**config.mk**
```make
export PLATFORM = sky130hd
export DESIGN_NAME = time_display_scanner
export DESIGN_NICKNAME = d
export VERILOG_FILES = /design/src/rtl/time_display_scanner_pkg.sv /design/src/rtl/time_display_scanner_bcd_to_seg.sv /design/src/rtl/time_display_scanner.sv
export SDC_FILE = /design/constraint.sdc
export NUM_CORES = 1
export LEC_CHECK = 0
export BUFFER_PORTS_ARGS = -buffer_cell sky130_fd_sc_hd__buf_2
export CORE_MARGIN = 5
export CORE_UTILIZATION = 40
export CTS_BUF_LIST = sky130_fd_sc_hd__clkbuf_4
export DETAILED_ROUTE_END_ITERATION = 7
export GPL_TIMING_DRIVEN = 0
export MAX_ROUTING_LAYER = met4
export PLACE_DENSITY_LB_ADDON = 0.12
export SETUP_SLACK_MARGIN = 0.05
export SLEW_MARGIN = 10
export SYNTH_ARGS = -nofsm -noshare
export SYNTH_HDL_FRONTEND = slang
export SYNTH_HIERARCHICAL = 1
export SYNTH_SLANG_ARGS = --single-unit
```
**constraint.sdc**
```tcl
create_clock -name CLK -period 9.4 [get_ports CLK]
set_input_delay 0.94 -clock CLK [delete_from_list [all_inputs] [get_ports CLK]]
set_output_delay 0.94 -clock CLK [all_outputs]
set_load 0.02 [all_outputs]
```
**src/rtl/time_display_scanner_pkg.sv**
```systemverilog
// Shared constants for the time display scanner.
// Holds the digit count, the seven-segment patterns (g..a, active-high),
// the blank pattern and the idle values driven onto COM and SEG.
package time_display_scanner_pkg;

    localparam int unsigned NUM_DIGITS = 8;
    localparam int unsigned IDX_W      = $clog2(NUM_DIGITS);
    localparam logic [IDX_W-1:0] IDX_LAST = IDX_W'(NUM_DIGITS - 1);

    // Segment patterns for decimal digits, bit order {g,f,e,d,c,b,a}
    localparam logic [6:0] SEG_DIGIT_0 = 7'h3F;
    localparam logic [6:0] SEG_DIGIT_1 = 7'h06;
    localparam logic [6:0] SEG_DIGIT_2 = 7'h5B;
    localparam logic [6:0] SEG_DIGIT_3 = 7'h4F;
    localparam logic [6:0] SEG_DIGIT_4 = 7'h66;
    localparam logic [6:0] SEG_DIGIT_5 = 7'h6D;
    localparam logic [6:0] SEG_DIGIT_6 = 7'h7D;
    localparam logic [6:0] SEG_DIGIT_7 = 7'h07;
    localparam logic [6:0] SEG_DIGIT_8 = 7'h7F;
    localparam logic [6:0] SEG_DIGIT_9 = 7'h6F;

    localparam logic [6:0] SEG_BLANK = 7'h00;

    // Full 8-bit SEG value with everything dark, including dp
    localparam logic [7:0] SEG_OFF = 8'h00;

    // COM is active-low: all ones means no digit enabled
    localparam logic [7:0] COM_OFF = 8'hFF;

endpackage

```
**src/rtl/time_display_scanner_bcd_to_seg.sv**
```systemverilog
// bcd_to_seg: combinational BCD nibble to seven-segment decoder.
// Ports:
//   nibble  - 4-bit BCD digit value
//   pattern - {g,f,e,d,c,b,a} active-high; blank for A-F
module bcd_to_seg
    import time_display_scanner_pkg::*;
(
    input  logic [3:0] nibble,
    output logic [6:0] pattern
);

    // Decode one digit; non-decimal codes show nothing
    always_comb begin
        pattern = SEG_BLANK;
        case (nibble)
            4'd0:    pattern = SEG_DIGIT_0;
            4'd1:    pattern = SEG_DIGIT_1;
            4'd2:    pattern = SEG_DIGIT_2;
            4'd3:    pattern = SEG_DIGIT_3;
            4'd4:    pattern = SEG_DIGIT_4;
            4'd5:    pattern = SEG_DIGIT_5;
            4'd6:    pattern = SEG_DIGIT_6;
            4'd7:    pattern = SEG_DIGIT_7;
            4'd8:    pattern = SEG_DIGIT_8;
            4'd9:    pattern = SEG_DIGIT_9;
            default: pattern = SEG_BLANK;
        endcase
    end

endmodule

```
**src/rtl/time_display_scanner.sv**
```systemverilog
// time_display_scanner: multiplexed 8-digit seven-segment driver.
// Snapshots a packed BCD time word once per frame and scans its digits
// onto shared segment lines, with decimal points and per-digit blinking.
// Ports:
//   CLK, RESET  - clock, asynchronous active-high reset
//   DATA        - 32-bit packed BCD, digit i = DATA[4i+3:4i], digit 0 rightmost
//   DP_MASK     - per-digit decimal point enable
//   BLINK_MASK  - per-digit blink enable
//   SEG         - {dp,g,f,e,d,c,b,a}, active-high, registered
//   COM         - digit enables, active-low, registered
//   FRAME_TICK  - one-cycle pulse on the edge a new snapshot is taken
module time_display_scanner
    import time_display_scanner_pkg::*;
#(
    parameter int unsigned SCAN_DIV     = 10000,
    parameter int unsigned BLINK_FRAMES = 64
) (
    input  logic        CLK,
    input  logic        RESET,
    input  logic [31:0] DATA,
    input  logic [7:0]  DP_MASK,
    input  logic [7:0]  BLINK_MASK,
    output logic [7:0]  SEG,
    output logic [7:0]  COM,
    output logic        FRAME_TICK
);

    localparam int unsigned CNT_W = $clog2(SCAN_DIV);
    localparam int unsigned FR_W  = (BLINK_FRAMES > 1) ? $clog2(BLINK_FRAMES) : 1;
    localparam logic [CNT_W-1:0] CNT_LAST = CNT_W'(SCAN_DIV - 1);
    localparam logic [FR_W-1:0]  FR_LAST  = FR_W'(BLINK_FRAMES - 1);

    logic [CNT_W-1:0] presc_q, presc_d;
    logic [IDX_W-1:0] idx_q, idx_d;
    logic [31:0]      data_q, data_d;
    logic [7:0]       dp_q, dp_d;
    logic [7:0]       blink_q, blink_d;
    logic [FR_W-1:0]  frame_q, frame_d;
    logic             phase_q, phase_d;
    logic             started_q, started_d;
    logic [7:0]       seg_q, seg_d;
    logic [7:0]       com_q, com_d;
    logic             tick_q, tick_d;

    logic             tc_s;
    logic             wrap_s;
    logic [3:0]       nibble_s;
    logic [6:0]       pattern_s;
    logic             show_dp_s;
    logic             blank_s;

    // Prescaler, digit index, snapshot and blink-phase next-state logic
    always_comb begin
        tc_s   = (presc_q == CNT_LAST);
        wrap_s = tc_s && (idx_q == IDX_LAST);

        if (tc_s) begin
            presc_d = {CNT_W{1'b0}};
            // Eight digits fill the index width exactly, so 7 rolls to 0
            idx_d   = idx_q + IDX_W'(1);
        end else begin
            presc_d = presc_q + CNT_W'(1);
            idx_d   = idx_q;
        end

        if (wrap_s) begin
            data_d  = DATA;
            dp_d    = DP_MASK;
            blink_d = BLINK_MASK;
        end else begin
            data_d  = data_q;
            dp_d    = dp_q;
            blink_d = blink_q;
        end

        // The first snapshot after reset opens frame 0 rather than ending a
        // frame, so it must not advance the blink frame counter.
        if (wrap_s && started_q) begin
            if (frame_q == FR_LAST) begin
                frame_d = {FR_W{1'b0}};
                phase_d = ~phase_q;
            end else begin
                frame_d = frame_q + FR_W'(1);
                phase_d = phase_q;
            end
        end else begin
            frame_d = frame_q;
            phase_d = phase_q;
        end

        if (wrap_s) begin
            started_d = 1'b1;
        end else begin
            started_d = started_q;
        end
    end

    // Digit mux on the values that become current at this edge, so the
    // outputs change together with the index with no added latency
    always_comb begin
        nibble_s  = data_d[{idx_d, 2'b00} +: 4];
        show_dp_s = dp_d[idx_d];
        blank_s   = phase_d & blink_d[idx_d];
    end

    bcd_to_seg u_bcd_to_seg (
        .nibble  (nibble_s),
        .pattern (pattern_s)
    );

    // Output next-state: refresh only when the digit slot changes
    always_comb begin
        tick_d = wrap_s;
        if (tc_s) begin
            com_d = ~(8'h01 << idx_d);
            if (blank_s) begin
                seg_d = SEG_OFF;
            end else begin
                seg_d = {show_dp_s, pattern_s};
            end
        end else begin
            com_d = com_q;
            seg_d = seg_q;
        end
    end

    // State and output registers; index starts at the last digit so the
    // first terminal count takes a snapshot and shows digit 0
    always_ff @(posedge CLK or posedge RESET) begin
        if (RESET) begin
            presc_q   <= {CNT_W{1'b0}};
            idx_q     <= IDX_LAST;
            data_q    <= 32'h0000_0000;
            dp_q      <= 8'h00;
            blink_q   <= 8'h00;
            frame_q   <= {FR_W{1'b0}};
            phase_q   <= 1'b0;
            started_q <= 1'b0;
            seg_q     <= SEG_OFF;
            com_q     <= COM_OFF;
            tick_q    <= 1'b0;
        end else begin
            presc_q   <= presc_d;
            idx_q     <= idx_d;
            data_q    <= data_d;
            dp_q      <= dp_d;
            blink_q   <= blink_d;
            frame_q   <= frame_d;
            phase_q   <= phase_d;
            started_q <= started_d;
            seg_q     <= seg_d;
            com_q     <= com_d;
            tick_q    <= tick_d;
        end
    end

    assign SEG        = seg_q;
    assign COM        = com_q;
    assign FRAME_TICK = tick_q;

endmodule
```
Yosys cells after proc, flatten, opt, wreduce, memory -nomap -nowiden
Memories as Yosys holds them, arrays and structs flattened.
Index checks and enable logic that the tools add are counted.
{ "classes": {"n_addsub": 3, "order_cmp": 1, "n_eq_ne": 3, "n_shift": 2, "mux": 13, "bitwise": 3, "n_reduce_logical": 2} }
{ "ops": {"columns": ["operator", "n"], "rows": [
  ["$mux W32", 1],
  ["$shiftx A32 B6 Y4", 1],
  ["$mux W8", 3],
  ["$add A14 B1 Y14 const B", 1],
  ["$eq A14 B14 Y1 const B", 1],
  ["$mux W14", 1],
  ["$not A8 Y8", 1],
  ["$shl A1 B3 Y8 const A", 1],
  ["$add A6 B1 Y6 const B", 1],
  ["$bmux W1 S3", 2],
  ["$eq A6 B6 Y1 const B", 1],
  ["$mux W6", 1],
  ["$lt A3 B4 Y1 const B", 1],
  ["$mux W1", 4],
  ["$add A3 B1 Y3 const B", 1],
  ["$eq A3 B3 Y1 const B", 1],
  ["$mux W3", 1],
  ["$logic_and A1 B1 Y1", 2],
  ["$and A1 B1 Y1", 1],
  ["$not A1 Y1", 1]
]} }
{ "totals": {"regBits": 90, "mem_bits_ro": 112, "in_bits": 50, "memories": 1} }
{ "mem_list": {"columns": ["memory", "depth", "width", "rd", "rd_ports_with_merged_regs", "wr", "line_no", "rtl"], "rows": [
  ["(name not given)", 16, 7, 1, 0, 0, "time_display_scanner_bcd_to_seg.sv:15", "case (nibble)"]
]} }

Logic depth before layout (Yosys ltp)
Gate-level depths: netlist (run 1).
{ "logic_depth": {"word_depth": 7, "mapped_depth": 17, "ltp_nobuf": 15} }

By module
Netlist (run 1), hierarchy kept.
{ "by_module_without_submodules": {"columns": ["mod", "instances", "cells_each", "area_each_um2", "seq_area_each_um2"], "rows": [
  ["time_display_scanner", 1, 370, 4172.8, 2265.9],
  ["bcd_to_seg", 1, 26, 201.4, 0.0]
]} }

Worst setup path before layout (run 1)
OpenSTA, ideal clock, no wires.
{ "synth_path": {"path_type": "register to register", "start": "reg presc_q[5]", "end": "reg seg_q[3] (netlist: SEG[3])", "setup_ps": 76, "arrival_time_ps": 3449, "t_required_ps": 9324, "path_slack_ps": 5874, "stages_incl_launch_ff": 14, "n_path_buf": 0, "period_less_slack_ps": 3526, "cell_sequence": "dfrtp_1 or4b_4 o41ai_2 a21boi_4 inv_2 nor2_1 a222oi_1 mux2i_1 inv_1 ha_1 inv_1 o21ai_0 nand2_1 o21ai_1"} }
{ "synth_lines": {"columns": ["item", "line_no", "rtl"], "rows": [
  ["start: declaration", "time_display_scanner.sv:33", "logic [CNT_W-1:0] presc_q, presc_d;"],
  ["start signal: assignment", "time_display_scanner.sv:131", "presc_q <= {CNT_W{1'b0}};"],
  ["start signal: assignment", "time_display_scanner.sv:143", "presc_q <= presc_d;"],
  ["$eq A14 B14 Y1", "time_display_scanner.sv:54", "tc_s = (presc_q == CNT_LAST);"],
  ["$mux W3", "time_display_scanner.sv:57", "if (tc_s) begin"],
  ["net idx_d[1]", "time_display_scanner.sv:34", "logic [IDX_W-1:0] idx_q, idx_d;"],
  ["$shiftx A32 B6 Y4", "time_display_scanner.sv:101", "nibble_s = data_d[{idx_d, 2'b00} +: 4];"],
  ["net nibble_s[1]", "time_display_scanner.sv:47", "logic [3:0] nibble_s;"],
  ["$mem_v2 Z16 W7", null, null],
  ["net pattern_s[3]", "time_display_scanner.sv:48", "logic [6:0] pattern_s;"],
  ["$mux W8", "time_display_scanner.sv:116", "if (blank_s) begin"],
  ["end signal: assignment", "time_display_scanner.sv:151", "seg_q <= seg_d;"],
  ["end: declaration", "time_display_scanner.sv:41", "logic [7:0] seg_q, seg_d;"]
]} }
The timed path passes the listed nets, and every way through them passes these cells. The select of a mux whose other input is x is not followed.
A chain may end at the register's enable or synchronous reset.

Worst setup path after layout (run 1)
{ "layout_path": {"start": "reg presc_q[5]", "end": "reg seg_q[1] (netlist: SEG[1])"} }
The elaborated chain is that of the path after synthesis.

==> summary.txt, run 1 <==
Status
  – Outcome: complete, no violations

Yosys
  – Yosys warning count: 6
  – Ys async rst share: 100%
  – Syn Area/Cell: approximately 11 sq um
  – Mapped Area: 4370 sq um
  – Synth unique cells: 58
  – Syn Inst Count: approximately 400
  – Register bit count reported by yosys: 90
  – Yosys top cell area share: a little under half
  – Post-synthesis sequential area ratio: between 50% and 60%
  – Post-Syn Nets: between 400 and 500
  – Post-synth EDFFs: 0
  – Leading area contributor after synthesis: dfrtp_1
  – Largest cells by area after synthesis: dfrtp_1 45%, nand2_1 7.6%, mux2_2 6.7%
  – Primary FF master, synth: dfrtp_1

Timing
  – Setup-failing EPs final: 0
  – Final TNS setup: 0 ps
  – Max_slew headroom: 48.5%
  – Slew Viols, Final: 0
  – Clock Skew: around 19 ps
  – Unrepaired setup endpoints after global routing: false
  – Period utilization: around 46%
  – Final Hold Violating Endpoints: 0
  – Final min period: approximately 4300 ps
  – Fmax: 233 MHz
  – Worst slew pin tran: roughly 750 ps

Pwr
  – Pwr/cell area: about 120 nW/um^2
  – Leakage: about 2.5 nW
  – Max IR drop VDD: roughly 73 uV

Die
  – Die Span Y: ~110 microns
  – I/O pins: 67
  – Core area: about 11000 sq um
  – DIE WIDTH: ~110 microns
  – Initial Utilization: approximately two fifths
  – Row cnt: 38
  – Die area: about 13000 sq um

CTS
  – CTS root buffer: clkbuf_4
  – Clock-pin slew on the worst setup and hold paths: around 130 ps
  – Clock Latency Late Sink: ~440 ps
  – PostCTS Resize Cnt: 0
  – H-tree depth: 3
  – Longest Clk Path Bufs: 2
  – Setup bufs post-CTS: 0
  – CTS buffer count: 9
  – CTS tree: done
  – Hold_buf cts: 0
  – CTS sink cnt: 90

Route
  – Iter 0 DRT Violations: 146
  – Via count: between 3000 and 4000
  – Pre-antenna DRT Iters: 4
  – Routed Wire Length: about 10000 microns
  – Drt wl/cell: roughly 17 microns
  – DR vias/cell: ~5
  – DRC errors left: 0
  – Routed Antenna Nets: 0

Setup path
  – Worst Path Required: a little under 10000 ps
  – Kind of end point of the critical path: flip-flop
  – Worst Path Arrival: ~4700 ps
  – Worst Setup Path Type: flip-flop to flip-flop
  – CP Launch Type: flip-flop
  – CP max FO: 8

Finish
  – Post-route cell area: 5040 sq um
  – Sequential cell area: approximately 2300 sq um
  – Antenna Cells: 0
  – Post-layout net count: between 500 and 600
  – Fillers: between 1000 and 1500
  – Share of cells above drive strength 1: a little under a third
  – Util after Layout: roughly 47%
  – Multi-input logic area: around 2000 sq um
  – Layout area overhead: 15.2%
  – Finished Layout Cells: around 620

Hold path
  – Worst min-delay path category: flip-flop to flip-flop

Placement
  – Placer Congestion: 0.792
  – Placed instance count: approximately 600
  – I/O Buffers: between 60 and 70
  – Post-DP HPWL: around 7600 microns
  – Placed inst area: 4910 sq um

Global routing
  – Vias in the first global route: ~3300
  – Grt total ovfl: 0
  – GRT Resource Usage Total: between 10% and 20%
  – Global-route wire length before repair: 17200 microns
  – Pin count of the biggest net entering global routing: 48
  – Antenna violations before repair: 0

Run
  – Max cap viols: 0
[cell usage in the layout (no fill, tap or decap), drive strengths merged, types with 12 or more instances in the layout]
cell type | synthesis | routed
nand2 | 89 | 89
inv | 17 | 17
mux2i | 16 | 16
dfrtp | 79 | 79
mux2 | 31 | 31
xnor2 | 12 | 12
o21ai | 15 | 15
nor2 | 17 | 17
buf | 10 | 77
clkbuf | 3 | 14
[critical path, cell delays in order, from the launching register on]
cell      delay, ps
dfrtp_1         440
or4b_4          620
o41ai_2         540
a21boi_4        430
inv_2           120
nor2_1          370
a222oi_1        160
mux2i_1         590
inv_1           210
ha_1            340
o21ai_0         200
nand2_1          80
o21ai_1         130
[sequential cells by signal, indices dropped and copies added (netlist names)]
name,flops
idx_q,3
FRAME_TICK,1
SEG,8
frame_q,6
COM,8
presc_q,14
dp_q,8
phase_q,1
blink_q,8
data_q,32
started_q,1
[cells by family after synthesis]
| logic type | share of synthesized area, % |
|---|---|
| DFF | 51.8 |
| xor gates and xnor gates | 3.20 |
| muxes | 13.0 |
| AOI/OAI and AO/OA | 10.9 |
| buffers and inverters | 3.12 |
| adders and majority gates | 2.86 |
| and+or+nand+nor | 15.1 |
[synthesized netlist by cell type, drive strengths merged, types with 2 or more instances]
cell and count:
ha 10, xor2 4, o22a 2, mux4 2, o21ai 15, nor2 17
a21boi 2, and3 9, a221oi 2, a21o 3, clkbuf 3, xnor2 12
nand3b 2, a22oi 4, o22ai 5, a21oi 8, buf 10, nor2b 2
a22o 2, dfrtp 79, o31ai 3, a222oi 5, and2 2, mux2i 16
nand3 8, o221ai 2, inv 17, nand4 2, nand2 89, nor4 2
mux2 31, a31oi 2, dfstp 11
[final timing paths]
kind,endpoint,start,slack [ps],cells after the start
setup / recovery,SEG[1]$_DFFE_PP0N_,presc_q[5]$_DFF_PP0_,5100,12
max in group asynchronous,COM[3]$_DFFE_PP1N_,RESET,8150,3
setup reg to reg,SEG[1]$_DFFE_PP0N_,presc_q[5]$_DFF_PP0_,5100,12
hold / removal,presc_q[0]$_DFF_PP0_,presc_q[0]$_DFF_PP0_,480,1
min in group asynchronous,data_q[8]$_DFF_PP0_,RESET,560,2
hold reg to reg,presc_q[0]$_DFF_PP0_,presc_q[0]$_DFF_PP0_,480,1
[per-layer routing]
layer / GRT usage [%] / vias to the layer above / share of wire [%]
met2: 27.9 / 58 / 49
li1: - / 1545 / -
met5: - / - / 0
met4: 6.25 / 0 / 1.4
met3: 2.64 / 10 / 3.4
met1: 22.6 / 1549 / 46
[where the power goes]
| group | switching [mW] | leakage, nW | internal (mW) |
|---|---|---|---|
| sequential | 0 | 1.06 | 0.387 |
| clock | 0.126 | 0.0734 | 0.0845 |
| combinational | 0.0111 | 1.35 | 0.00853 |
| total | 0.138 | 2.48 | 0.480 |
[stage by stage]
| stage | worst slack (ps) | total power, mW | hold WS [ps] |
|---|---|---|---|
| detailed placement | 5130 | 0.415 | 455 |
| global route | 4820 | 0.643 | 501 |
| global placement | 4990 | 0.413 | 443 |
| floorplan | 5870 | 0.400 | 425 |
| CTS | 5100 | 0.626 | 481 |
| finish | 5100 | 0.618 | 481 |
[layout make-up]
cell class	count	area share [%]
Timing Repair Buffer	67	7.10
Inverter	17	1.32
Clock inverter	5	0.919
Tap cell	140	3.48
Buffer	13	1.44
Multi-Input combinational cell	276	39.1
Clock buffer	11	1.64
Sequential cell	90	45.0
(Power assumes the default switching activity.)
==> run 2: changes to the inputs <==
- ABC_AREA: not set -> 1
- clock period: 9.4 -> 3.9 ns (I/O delays scaled with it)
==> run 2 against run 1 <==
  * Via count increased by 18%
  * Clock skew fell by 4.2 ps
  * Combinational power grew to 2.5 times the previous value
  * Wire length is 3.4% higher
  * Register-to-register slack lost 4700 ps
  * Area after synthesis rose by 5.6%
  * Sequential cell count unchanged
  * Non-clock buffer count decreased by 1
  * First-iteration DRC count up 4.1%
  * Power increased by 150%
  * Critical path depth up 10
==> summary.txt, run 2 <==
Setup path
  – CP max FO: 10 (+2)
  – FF-to-FF setup slack: 440 ps (-4670 ps)
  – Kind of end point of the critical path: flip-flop
  – Crit-path cells: ha_1 -> ha_1 -> buf_2 -> nand3_1 -> inv_2 -> buf_2 -> nand2_1 -> nand2_1 -> nand2_1 -> nand4_1 -> nor2_1 -> a31oi_1 -> inv_1 -> ha_1 -> nand2_1 -> nand2_1 -> nand2_1 -> nand2_1 -> inv_1 -> nor2_1 -> nand2_1 -> nand2_1
  – Worst Setup Path Type: flip-flop to flip-flop
  – CP Launch Type: flip-flop
  – Slowest-stage cell, CP: dfstp_2
  – Reg2reg end: SEG[3]$_DFFE_PP0N_
  – Crit path from: idx_q[0]$_DFF_PP1_
  – FF-to-FF Start: idx_q[0]$_DFF_PP1_
  – Crit-path max cell delay: 590 ps (-30 ps)
  – Crit-path leading delay family: simple AND/OR/NAND/NOR gates
  – Reg2Reg Depth: 22 (+10)
  – Worst Path Required: 4300 ps (-5470 ps)
  – Setup crit end: SEG[3]$_DFFE_PP0N_
  – Levels on crit path: 22 (+10)
  – Worst Path Arrival: 3860 ps (-810 ps)
  – Worst path buffer plus inverter count: 5 (+3)
  – CP dominant cell by count: nand2_1

Placement
  – Placer Congestion: 0.818 (+3.3%)
  – Post-DP HPWL: 7640 microns (about the same)
  – I/O Buffers: 66 (unchanged)

Global routing
  – GRT Resource Usage Total: 16.4% (-1.0 points)
  – Vias in the first global route: 3786 (+14%)
  – Global-route wire length before repair: 18000 microns (+4.5%)
  – Grt total ovfl: 0 (unchanged)
  – Antenna violations before repair: 0 (unchanged)
  – Pin count of the biggest net entering global routing: 61 (+27%)

Yosys
  – Post-Synth Simple-Gate Area: 33.2% (+18 points)
  – Post-synthesis compound-gate area fraction: 4.88% (-6.1 points)
  – Mux share of post-synthesis cell area: 0.244% (-13 points)
  – Register bit count reported by yosys: 90 (unchanged)
  – Post-synthesis adder-cell area fraction: 2.71% (-0.15 points)
  – Mapped Area: 4620 sq um (+5.6%)
  – Ys async rst share: 100% (unchanged)
  – Post-synth top cells: 228 x nand2_1, 79 x dfrtp_1, 71 x inv_1
  – Syn Area/Cell: 7.99 sq um (-28%)
  – Post-synth EDFFs: 0 (unchanged)
  – Post-synthesis sequential area ratio: 49.1% (-2.8 points)
  – Main combinational cell family by area after synthesis: simple AND/OR/NAND/NOR gates
  – Primary FF master, synth: dfrtp_1
  – Yosys warning count: 6 (unchanged)
  – Post-Syn Nets: 638 (+40%)
  – Leading area contributor after synthesis: dfrtp_1
  – Most frequent cell after synthesis: nand2_1
  – Syn Inst Count: 578 (+46%)
  – Yosys top cell area share: 42.8% (-2.4 points)
  – Synth unique cells: 38 (-34%)
  – XOR/XNOR Fraction of Synth Area: 1.73% (-1.5 points)
  – Largest cells by area after synthesis: dfrtp_1 43%, nand2_1 19%, dfstp_2 6.3%

Die
  – DIE WIDTH: 117 microns (+2.5%)
  – Die Span Y: 117 microns (+2.5%)
  – I/O pins: 67 (unchanged)
  – Core area: 11400 sq um (+5.3%)
  – Row cnt: 39 (+2.6%)
  – Initial Utilization: 40.6% (+0.10 points)
  – Die area: 13800 sq um (+5.1%)

Finish
  – Sequential cell area: 2270 sq um (unchanged)
  – Post-layout net count: 717 (+34%)
  – Antenna Cells: 0 (unchanged)
  – Most common cell after layout, fill and taps aside: nand2_1
  – Max reg flops: 32 (unchanged)
  – Top reg by flops: data_q
  – Biggest regs: data_q (32), presc_q (14)
  – Multi-input logic area: 1980 sq um (+0.19%)
  – Share of cells above drive strength 1: 22.1% (-8.4 points)
  – Commonest cells after routing, fill and taps aside: 228 x nand2_1, 79 x dfrtp_1, 72 x buf_2, 70 x inv_1, 46 x nor2_1
  – Layout area overhead: 14.9%
  – Fillers: 1158 (+10%)

Timing
  – Clock Skew: 14.6 ps (-4.21 ps)
  – Fmax: 289 MHz (+24%)
  – Max_slew headroom: 32.3% (-16 points)
  – Worst slew pin tran: 1010 ps (+255 ps)
  – Slew Viols, Final: 0 (unchanged)
  – Final min period: 3460 ps (-831 ps)
  – Final Hold Violating Endpoints: 0 (unchanged)
  – Final TNS setup: 0 ps (unchanged)
  – Setup-failing EPs final: 0 (unchanged)
  – Period utilization: 88.8% (+43 points)
  – Unrepaired setup endpoints after global routing: false

Route
  – DRC errors left: 0 (unchanged)
  – Routed Antenna Nets: 0 (unchanged)
  – Pre-antenna DRT Iters: 4 (unchanged)
  – Drt wl/cell: 13.2 microns (-21%)
  – Via count: 3743 (+18%)
  – DR vias/cell: 4.65 (-9.0%)
  – Iter 0 DRT Violations: 152 (+4.1%)
  – Routed Wire Length: 10600 microns (+3.4%)

CTS
  – Clock Latency Late Sink: 450 ps (about the same)
  – CTS root buffer: clkbuf_4
  – PostCTS Resize Cnt: 0 (unchanged)
  – CTS buffer count: 9 (unchanged)
  – Setup bufs post-CTS: 0 (unchanged)
  – H-tree depth: 3 (unchanged)
  – CTS sink cnt: 90 (unchanged)
  – Longest Clk Path Bufs: 2 (unchanged)
  – Clock-pin slew on the worst setup and hold paths: 140 ps (about the same)
  – CTS tree: done

Pwr
  – Leakage: 2.92 nW (+18%)
  – P_int: 1.18 mW (+150%)
  – Clock group share of total power: 35.3% (+1.2 points)
  – Pwr/cell area: 286 nW/um^2 (+130%)
  – Sequential share of power: 61.5% (-1.2 points)
  – Psw: 341 uW (+150%)
  – Max IR drop VDD: 156 uV (+110%)
  – Tot Pwr: 1.52 mW (+150%)
  – Sw Ratio: 22.4% (+0.18 points)
  – Logic pwr share: 3.3% (about the same)

Status
  – Outcome: complete, no violations

Hold path
  – Worst min-delay path category: input port to flip-flop

Run
  – Max cap viols: 0 (unchanged)
[run 2: cell families after synthesis]
| kind of cell | Yosys count |
|---|---|
| AOI/OAI and AO/OA | 38 |
| muxes | 1 |
| adders and majority gates | 10 |
| and+or+nand+nor | 340 |
| DFF | 90 |
| xor gates and xnor gates | 7 |
| buffers and inverters | 92 |
[run 2: power groups by stage]
stage | Sequential, mW | Clock, mW | Combinational [mW]
after floorplan | 0.951 | 0 | 0.0144
after global placement | 0.951 | 0 | 0.0461
after detailed placement | 0.951 | 0 | 0.0504
after CTS | 0.934 | 0.560 | 0.0515
after global routing | 0.934 | 0.599 | 0.0573
final | 0.934 | 0.536 | 0.0494
[run 2: tightest hold or removal path, stage by stage]
cell and delay [ps]:
buf_2 80, nand2_1 40, nand2_1 70
[run 2: how the worst min path moves through the flow]
| stage | startpoint | end | slack (ps) | cells after the start |
|---|---|---|---|---|
| after floorplan | presc_q[0]$_DFF_PP0_ | presc_q[0]$_DFF_PP0_ | 430 | 1 |
| after global placement | dp_q[2]$_DFF_PP0_ | dp_q[2]$_DFF_PP0_ | 450 | 2 |
| after detailed placement | RESET | SEG[0]$_DFFE_PP0N_ | 430 | 2 |
| after CTS | DATA[31] | data_q[31]$_DFF_PP0_ | 100 | 3 |
| after global routing | DATA[19] | data_q[19]$_DFF_PP0_ | 120 | 3 |
| final | DATA[31] | data_q[31]$_DFF_PP0_ | 150 | 3 |
[run 2: final cells by class]
class / count / share of cell area [%]
well taps: 143 / 3.37
plain buffers: 11 / 1.34
clock buffers: 13 / 1.84
flip-flops and latches: 90 / 42.7
repair buffers: 68 / 6.93
clock inverters: 3 / 0.755
multi-input cells: 396 / 37.2
inverters: 81 / 5.82
[run 2: what timing repair did]
item                                    CTS  global route
endpoints found under the setup margin    0             0
endpoints found under the hold margin    30             0
hold buffers                              1             0
[run 2: per-layer routing]
| metal | vias to the layer above | part of all wire, % | global-route usage (%) |
|---|---|---|---|
| met1 | 1719 | 50 | 22.4 |
| met3 | 12 | 3.8 | 2.93 |
| met2 | 68 | 44 | 24.3 |
| met5 | - | 0 | - |
| met4 | 0 | 1.7 | 6.52 |
| li1 | 1944 | - | - |
[run 2: metrics by stage]
step	setup WS, ps	hold WS (ps)	cell area (sq um)	cells	util [%]
floorplan	1020	433	4620	578	-
global placement	-2.63	454	5130	787	45.1
detailed placement	470	426	5160	788	45.4
CTS	428	105	5310	805	46.7
global route	55.1	120	5310	805	46.7
finish	435	153	5310	805	46.7
